--- config.mk ---
export PLATFORM = sky130hd
export DESIGN_NAME = dump_memoria_datos_flat
export DESIGN_NICKNAME = d
export VERILOG_FILES = /design/src/rtl/dump_memoria_datos_if.sv /design/src/rtl/dump_memoria_datos.sv /design/src/flat_wrapper.sv
export SDC_FILE = /design/constraint.sdc
export NUM_CORES = 1
export LEC_CHECK = 0
export ABC_CLOCK_PERIOD_IN_PS = 6990
export BUFFER_PORTS_ARGS = -buffer_cell sky130_fd_sc_hd__buf_4
export CORE_MARGIN = 2
export CORE_UTILIZATION = 50
export DETAILED_ROUTE_END_ITERATION = 8
export PLACE_DENSITY = 0.72
export SLEW_MARGIN = 15
export SYNTH_ARGS = -nofsm -noshare
export SYNTH_HDL_FRONTEND = slang
export SYNTH_SLANG_ARGS = --single-unit
--- constraint.sdc ---
create_clock -name i_clock -period 6.99 [get_ports i_clock]
set_input_delay 1.0485 -clock i_clock [delete_from_list [all_inputs] [get_ports i_clock]]
set_output_delay 1.0485 -clock i_clock [all_outputs]
set_load 0.05 [all_outputs]
--- src/rtl/dump_memoria_datos_if.sv ---
// Signal bundle between the data-memory dump sequencer and its environment
// (data memory, dirty-bit control, debug unit and UART transmitter).
interface dump_memoria_datos_if #(
    parameter int ADDR_MEM_LENGTH    = 10,
    parameter int RAM_WIDTH          = 32,
    parameter int OUTPUT_WORD_LENGTH = 8
);
    logic                          i_start;
    logic [RAM_WIDTH-1:0]          i_dato_mem;
    logic                          i_bit_sucio;
    logic                          i_tx_done;
    logic [ADDR_MEM_LENGTH-1:0]    o_addr;
    logic                          o_tx_start;
    logic [OUTPUT_WORD_LENGTH-1:0] o_data_tx;
    logic                          o_busy;
    logic                          o_done;

    // The sequencer is the master: it owns the address bus and the tx request.
    modport master (
        input  i_start, i_dato_mem, i_bit_sucio, i_tx_done,
        output o_addr, o_tx_start, o_data_tx, o_busy, o_done
    );

    modport slave (
        output i_start, i_dato_mem, i_bit_sucio, i_tx_done,
        input  o_addr, o_tx_start, o_data_tx, o_busy, o_done
    );
endinterface

--- src/rtl/dump_memoria_datos.sv ---
// Walks every data-memory address and sends addr+data packets for dirty words
// over the UART, followed by a two-byte 0xFF end marker.
module dump_memoria_datos #(
    parameter int RAM_DEPTH          = 1024,
    parameter int ADDR_MEM_LENGTH    = 10,
    parameter int RAM_WIDTH          = 32,
    parameter int OUTPUT_WORD_LENGTH = 8
) (
    input  logic                        i_clock,
    input  logic                        i_reset,
    dump_memoria_datos_if.master        bus
);
    localparam int N_BYTES = 2 + RAM_WIDTH / 8;
    localparam int IDX_W   = $clog2(N_BYTES);
    localparam logic [ADDR_MEM_LENGTH-1:0]    LAST_ADDR = ADDR_MEM_LENGTH'(RAM_DEPTH - 1);
    localparam logic [IDX_W-1:0]              LAST_IDX  = IDX_W'(N_BYTES - 1);
    localparam logic [OUTPUT_WORD_LENGTH-1:0] MARKER    = OUTPUT_WORD_LENGTH'(8'hFF);

    typedef enum logic [2:0] {
        IDLE, SET_ADDR, CAPTURE, SEND, WAIT_TX, END_SEND, END_WAIT, DONE
    } state_t;

    state_t                     state;
    logic [ADDR_MEM_LENGTH-1:0] addr;
    logic [RAM_WIDTH-1:0]       word;
    logic [IDX_W-1:0]           idx;
    logic                       tx_done_prev;
    logic                       tx_fin;

    // Only a rising edge of tx_done completes a byte; a stuck-high level does not.
    assign tx_fin = bus.i_tx_done & ~tx_done_prev;

    // Byte i of the packet: 16-bit address MSB first, then the word MSB first.
    function automatic logic [7:0] packet_byte(
        input logic [ADDR_MEM_LENGTH-1:0] a,
        input logic [RAM_WIDTH-1:0]       w,
        input logic [IDX_W-1:0]           i
    );
        logic [15:0]          a16;
        logic [RAM_WIDTH-1:0] shifted;
        a16         = 16'(a);
        shifted     = '0;
        packet_byte = 8'h00;
        if (i == '0) begin
            packet_byte = a16[15:8];
        end else if (i == IDX_W'(1)) begin
            packet_byte = a16[7:0];
        end else begin
            shifted     = w << {i - IDX_W'(2), 3'b000};
            packet_byte = shifted[RAM_WIDTH-1 -: 8];
        end
    endfunction

    // NOTE: every register updates with <= so all reads in this block see the
    // pre-edge values; reset is synchronous because the control path expects it.
    always_ff @(posedge i_clock) begin
        if (i_reset) begin
            state          <= IDLE;
            addr           <= '0;
            word           <= '0;
            idx            <= '0;
            tx_done_prev   <= 1'b0;
            bus.o_addr     <= '0;
            bus.o_tx_start <= 1'b0;
            bus.o_data_tx  <= '0;
            bus.o_busy     <= 1'b0;
            bus.o_done     <= 1'b0;
        end else begin
            tx_done_prev   <= bus.i_tx_done;
            bus.o_tx_start <= 1'b0;
            bus.o_done     <= 1'b0;

            unique case (state)
                IDLE: begin
                    if (bus.i_start) begin
                        addr       <= '0;
                        bus.o_addr <= '0;
                        bus.o_busy <= 1'b1;
                        state      <= SET_ADDR;
                    end
                end

                SET_ADDR: begin
                    bus.o_addr <= addr;
                    state      <= CAPTURE;
                end

                // Memory read data and dirty bit for addr are valid in this cycle.
                CAPTURE: begin
                    word <= bus.i_dato_mem;
                    if (bus.i_bit_sucio) begin
                        idx            <= '0;
                        bus.o_tx_start <= 1'b1;
                        bus.o_data_tx  <= OUTPUT_WORD_LENGTH'(packet_byte(addr, bus.i_dato_mem, '0));
                        state          <= SEND;
                    end else if (addr != LAST_ADDR) begin
                        addr       <= addr + ADDR_MEM_LENGTH'(1);
                        bus.o_addr <= addr + ADDR_MEM_LENGTH'(1);
                        state      <= SET_ADDR;
                    end else begin
                        idx            <= '0;
                        bus.o_tx_start <= 1'b1;
                        bus.o_data_tx  <= MARKER;
                        state          <= END_SEND;
                    end
                end

                SEND: state <= WAIT_TX;

                WAIT_TX: begin
                    if (tx_fin) begin
                        if (idx != LAST_IDX) begin
                            idx            <= idx + IDX_W'(1);
                            bus.o_tx_start <= 1'b1;
                            bus.o_data_tx  <= OUTPUT_WORD_LENGTH'(packet_byte(addr, word, idx + IDX_W'(1)));
                            state          <= SEND;
                        end else if (addr != LAST_ADDR) begin
                            addr       <= addr + ADDR_MEM_LENGTH'(1);
                            bus.o_addr <= addr + ADDR_MEM_LENGTH'(1);
                            state      <= SET_ADDR;
                        end else begin
                            idx            <= '0;
                            bus.o_tx_start <= 1'b1;
                            bus.o_data_tx  <= MARKER;
                            state          <= END_SEND;
                        end
                    end
                end

                END_SEND: state <= END_WAIT;

                // idx counts the marker bytes already sent.
                END_WAIT: begin
                    if (tx_fin) begin
                        if (idx == '0) begin
                            idx            <= IDX_W'(1);
                            bus.o_tx_start <= 1'b1;
                            bus.o_data_tx  <= MARKER;
                            state          <= END_SEND;
                        end else begin
                            bus.o_done <= 1'b1;
                            bus.o_addr <= '0;
                            state      <= DONE;
                        end
                    end
                end

                DONE: begin
                    bus.o_busy <= 1'b0;
                    state      <= IDLE;
                end

                default: state <= IDLE;
            endcase
        end
    end
endmodule
--- src/flat_wrapper.sv ---
// flat-port wrapper written by rule: the top's interface ports become plain ports
module dump_memoria_datos_flat 
#(
    parameter int RAM_DEPTH          = 1024,
    parameter int ADDR_MEM_LENGTH    = 10,
    parameter int RAM_WIDTH          = 32,
    parameter int OUTPUT_WORD_LENGTH = 8
)
  (i_clock, i_reset, bus_i_start, bus_i_dato_mem, bus_i_bit_sucio, bus_i_tx_done, bus_o_addr, bus_o_tx_start, bus_o_data_tx, bus_o_busy, bus_o_done);
  dump_memoria_datos_if #(.ADDR_MEM_LENGTH(ADDR_MEM_LENGTH), .RAM_WIDTH(RAM_WIDTH), .OUTPUT_WORD_LENGTH(OUTPUT_WORD_LENGTH)) bus_i ();
  input  logic i_clock;
  input  logic i_reset;
  input wire logic [$bits(bus_i.i_start)-1:0] bus_i_start;
  input wire logic [$bits(bus_i.i_dato_mem)-1:0] bus_i_dato_mem;
  input wire logic [$bits(bus_i.i_bit_sucio)-1:0] bus_i_bit_sucio;
  input wire logic [$bits(bus_i.i_tx_done)-1:0] bus_i_tx_done;
  output wire logic [$bits(bus_i.o_addr)-1:0] bus_o_addr;
  output wire logic [$bits(bus_i.o_tx_start)-1:0] bus_o_tx_start;
  output wire logic [$bits(bus_i.o_data_tx)-1:0] bus_o_data_tx;
  output wire logic [$bits(bus_i.o_busy)-1:0] bus_o_busy;
  output wire logic [$bits(bus_i.o_done)-1:0] bus_o_done;
  assign bus_i.i_start = bus_i_start;
  assign bus_i.i_dato_mem = bus_i_dato_mem;
  assign bus_i.i_bit_sucio = bus_i_bit_sucio;
  assign bus_i.i_tx_done = bus_i_tx_done;
  assign bus_o_addr = bus_i.o_addr;
  assign bus_o_tx_start = bus_i.o_tx_start;
  assign bus_o_data_tx = bus_i.o_data_tx;
  assign bus_o_busy = bus_i.o_busy;
  assign bus_o_done = bus_i.o_done;
  dump_memoria_datos #(.RAM_DEPTH(RAM_DEPTH), .ADDR_MEM_LENGTH(ADDR_MEM_LENGTH), .RAM_WIDTH(RAM_WIDTH), .OUTPUT_WORD_LENGTH(OUTPUT_WORD_LENGTH)) u_core (.i_clock(i_clock), .i_reset(i_reset), .bus(bus_i));
endmodule
Yosys cells after proc, flatten, opt, wreduce, memory -nomap -nowiden. Index checks and enable logic that the tools add are counted.

Equal/unequal tests: 17. Reduce and logical (&&, ||, !) cells: 13. Shifts and indexed selects: 1. Add/sub/neg operators: 3. Bitwise operators: 4. Multiplexer cells: 47.

Operators with widths (number): $mux 10 (11); $mux 8 (8); $pmux 10 s5 (1); $mux 3 (12); $shl 32x6->32 (1); $pmux 10 s3 (1); $pmux 3 s8 (1); $pmux 8 s3 (1); $eq 3x3->1 const B (4); $add 10x1->10 const B (1); $ne 10x10->1 const B (1); $logic_not 3->1 (3); $pmux 3 s3 (1); $mux 1 (8); $ne 2x2->1 const B (4); $reduce_and 7->1 (1); $eq 3x1->1 const B (2); $eq 3x2->1 const B (2); $ne 2x1->1 const B (3); $reduce_bool 3->1 (2); $reduce_and 5->1 (1); $reduce_bool 5->1 (1); $reduce_and 4->1 (1); $add 3x1->3 const B (1); 11 further kinds (13).

Word-level logic and storage cells: 95. Register bits: 70. Output and inout bits: 21.

Logic depth before layout (Yosys ltp).
Depth after elaboration: 8. Depth in mapped cells: 9.

Worst setup path after synthesis. Ideal clock, no wire load.

Path kind: input-to-reg. Start point: in bus_i_tx_done. End point: reg u_core.idx[1]. Stages: 7. Setup slack: 4.673 ns. Data required time: 6.875 ns. Path buffers: 2. Data arrival time: 2.202 ns. Path through: nor2b_1 buf_2 o21ai_1 a211oi_1 buf_2 a21oi_1 o21ba_2.

Longest elaborated chain between the ends: 3.

Ends and longest elaborated chain: start, declared (line flat_wrapper.sv:16) `input wire logic [$bits(bus_i.i_tx_done)-1:0] bus_i_tx_done;`; $and 1x1->1 (*) (line dump_memoria_datos.sv:31) `assign tx_fin = bus.i_tx_done & ~tx_done_prev;`; $ne 2x1->1 (no line); $reduce_and 4->1 (no line) (*); end signal, assigned (line dump_memoria_datos.sv:113) `idx <= idx + IDX_W'(1);`; end, declared (line dump_memoria_datos.sv:26) `logic [IDX_W-1:0] idx;`.

Mark *: on every way between the ends. The rest lies on a longest branch, timed or not. A chain may end at the register's enable or synchronous reset.

Worst setup path in the final report.
Start point: reg u_core.idx[0]. End point: reg u_core.bus.o_addr[7].

Longest elaborated chain between the ends: 3.

Ends and longest elaborated chain: $ne 3x3->1 or $logic_not 3->1 (tied branches) (line dump_memoria_datos.sv:112, dump_memoria_datos.sv:135); $ne 2x2->1 (no line); $reduce_and 7->1 (no line) (*); end signal, assigned (line dump_memoria_datos.sv:84) `bus.o_addr <= addr;`; end signal, assigned (line dump_memoria_datos.sv:98) `bus.o_addr <= addr + ADDR_MEM_LENGTH'(1);`; end signal, assigned (line dump_memoria_datos.sv:119) `bus.o_addr <= addr + ADDR_MEM_LENGTH'(1);`; end, declared (line dump_memoria_datos_if.sv:21) `output o_addr, o_tx_start, o_data_tx, o_busy, o_done`.

Marks and branches as above.

==> out/qor.yml <==
finish:
  final_nets: 532
  layout-drive-gt1-share_pct: 21.21
  seq_area_um2: 1401
  syn2layout_area_growth_pct: 17.89
  antenna_cells: 0
  fin_area_um2: 4354
  fillers: 704
  multi_input_comb_area_um2: 2118
setup_path:
  end_kind: "register"
  worstPathCellList: "ha_1 > nand2_1 > a2bb2oi_4 > a2bb2oi_4 > and2_1 > a311oi_1"
  critical_path_class: "register to register"
  max_stage_delay_ns: 0.85
  timing.critical_path.buf_inv: 0
  crit_cells: 6
  worstSetupEndpoint: "u_core.bus.o_addr[7]$_SDFFE_PP0P_"
  cpLargestDelayFamily: "compound AO/OA/AOI/OAI gates"
  rr_endpoint: "u_core.bus.o_addr[7]$_SDFFE_PP0P_"
  reg2reg_depth: 6
  r2r_start: "u_core.idx[0]$_SDFFE_PP0P_"
  reg2reg_slack_ns: 4.11
  cp_slowest_cell: "dfxtp_1"
  required_ns: 7.18
  arrival_ns: 3.07
  cp_common_cell: "a2bb2oi_4"
  crit_fanout: 19
  crit_start: "u_core.idx[0]$_SDFFE_PP0P_"
  critPathLaunchType: "register"
timing:
  fin_worst_skew_ns: 0.006581
  rsz0062_at_grt: "false"
  fin_crit_sh_pct: 41.27
  post-route-min-period_ns: 2.885
  fmax_mhz: 346.7
  setup_viol: 0
  layout_setup_ws_ns: 4.105
  hold_viol_final: 0
  relSlewSlack_pct: 37.88
  worst_pin_slew_ns: 0.9318
  final_max_slew_viol_count: 0
  setup_tns_ns: 0
hold_path:
  min-delay-start: "u_core.word[13]$_SDFFE_PP0P_"
  hp-class: "register to register"
place:
  dpl_cell_area_um2: 4114
  hpwl_mm: 6.308
  place_ws_ns: 3.798
  place_congestion: 0.8696
  numPortBuffers: 57
synth:
  yosys_warnings: 0
  yosysMostFrequentCell: "nand2_1"
  synth-seq-cells: 70
  synthTopCellsByCount: "nand2_1, dfxtp_1, a21oi_1"
  ys_seq_area_share_pct: 37.94
  syn_avg_cell_area_um2: 8.136
  synthArstFlopShare_pct: 0
  synth.net_count: 496
  synth_area_um2: 3694
  yosysTopAreaCell: "dfxtp_1"
  synth-edff-count: 0
  yosysUniqueCellTypes: 57
  netlist_top_cells_area: "dfxtp_1, a21oi_1, nand2_1"
  ys.flop_type: "dfxtp_1"
  synth_top_area_share_pct: 37.94
  syn_inst: 454
routing:
  vias_per_cell: 5.837
  dr.first_iter.drc_count: 261
  drc_errors: 0
  vias: 3467
  routedWlPerCell_um: 15.63
  wl_mm: 9.287
  antenna_left: 0
  first_pass_iters: 5
clocking:
  tritoncts: "yes"
  cts_buffers: 9
  clock_latency_ns: 0.34
  post_cts_buffers: 0
  cts_resized: 0
  path_clk_slew_ns: 0.07
  cts_hold_buf: 0
  cts_root_buf: "clkbuf_8"
  cts_max_path_buffers: 2
  cts-htree-levels: 3
  clock-sinks: 70
global_routing:
  grt_pass1_vias: 3158
  use_met2_pct: 35.73
  grt.busiest_layer: "met2"
  grt_antenna_before_repair: 0
  met3_usage_pct: 3.940
  grt_first_pass_wirelength_mm: 15.73
  grt.overflow.total: 0
  grt_use_met1_pct: 33.28
  track_usage_pct: 23.45
  grt_max_degree: 71
flow_run:
  cap_violations: 0
floorplan:
  initial_utilization_pct: 51.20
  fp-row-count: 31
  io_pins: 58
  die_area_um2: 8091
  coreArea_um2: 7214
  die_w_um: 89.95
  die_y_um: 89.95
power_and_ir_drop:
  powerDensity_nw_per_um2: 235.1
  worst_ir_drop_vdd_mv: 0.1206
  finalPower_mw: 1.024
  p_leak_nw: 1.546
outcome:
  status: "finished clean"
[tightest hold or removal path, cell delays in order (launching register included)]
cell,delay (ns)
dfxtp_1,0.31
nand2_1,0.05
a21oi_1,0.05
[layout make-up]
cell class	instances	share of cell area [%]
tap	99	2.845
sequential	70	32.18
timing repair buffer	59	10.17
inverter	10	0.8621
clock buffer	10	3.161
multi-input combinational	340	48.65
clock inverter	6	2.126
[cells by family after synthesis]
kind of cell / synth area share (%)
flip-flops: 37.94
XOR/XNOR: 0.7115
AO/OA/AOI/OAI: 27.47
multiplexers: 5.691
AND/OR/NAND/NOR: 21.44
adder cells (fa/ha/maj): 1.694
buffers and inverters: 5.047
[worst min path at each step]
stage / depth (start not counted) / end
global route: 2 / u_core.word[28]$_SDFFE_PP0P_
finish: 2 / u_core.word[13]$_SDFFE_PP0P_
detailed placement: 2 / u_core.word[17]$_SDFFE_PP0P_
CTS: 2 / u_core.word[17]$_SDFFE_PP0P_
floorplan: 2 / u_core.word[31]$_SDFFE_PP0P_
global placement: 2 / u_core.word[2]$_SDFFE_PP0P_
[flip-flops by register name, summed over array words and instances (netlist names)]
name                   cells
u_core.bus.o_done          1
u_core.state               3
u_core.bus.o_busy          1
u_core.bus.o_data_tx       8
u_core.tx_done_prev        1
u_core.bus.o_addr         10
u_core.addr               10
u_core.idx                 3
u_core.bus.o_tx_start      1
u_core.word               32
[report_power, final]
group | total, mW | internal [mW] | switching [mW]
Clock | 0.373 | 0.212 | 0.161
Sequential | 0.446 | 0.424 | 0.0224
Combinational | 0.204 | 0.0722 | 0.132
[placed cells by master (no fill, tap or decap), types with 3 or more instances in the layout]
| cell | netlist | layout |
|---|---|---|
| nand2_1 | 87 | 87 |
| dfxtp_1 | 70 | 70 |
| a21oi_1 | 66 | 66 |
| buf_4 | 1 | 59 |
| nor2_1 | 24 | 23 |
| o21ai_0 | 13 | 13 |
| o21ai_1 | 11 | 11 |
| inv_1 | 10 | 10 |
| clkbuf_8 | 0 | 10 |
| a311oi_1 | 9 | 9 |
| nor3_1 | 9 | 9 |
| nand3_1 | 8 | 7 |
| mux4_2 | 7 | 7 |
| a221oi_1 | 7 | 7 |
| a211oi_1 | 7 | 7 |
| a31oi_1 | 6 | 6 |
| nor2b_1 | 5 | 5 |
| nand3b_1 | 5 | 5 |
| ha_1 | 5 | 5 |
| or3_1 | 4 | 4 |
| o22ai_1 | 4 | 4 |
| a2111oi_1 | 4 | 4 |
| and3_1 | 4 | 4 |
| nor4_1 | 4 | 4 |
| nand2b_1 | 3 | 3 |
| o211ai_1 | 3 | 3 |
| mux2i_1 | 3 | 3 |
| o31ai_1 | 3 | 3 |
| nand4b_1 | 3 | 3 |
[routing by layer]
layer	up-vias	share of wire (%)
met2	117	46
met3	11	6.2
met1	1617	46
li1	1722	-
met4	0	1.3
met5	-	0
[stage by stage]
stage	instances	hold slack [ns]	utilization [%]
after floorplan	454	0.4329	-
after global placement	578	0.4393	57.02
after detailed placement	578	0.4455	57.02
after CTS	594	0.4570	60.22
after global routing	594	0.4676	60.35
final	594	0.4544	60.35
(Power assumes the default switching activity.)
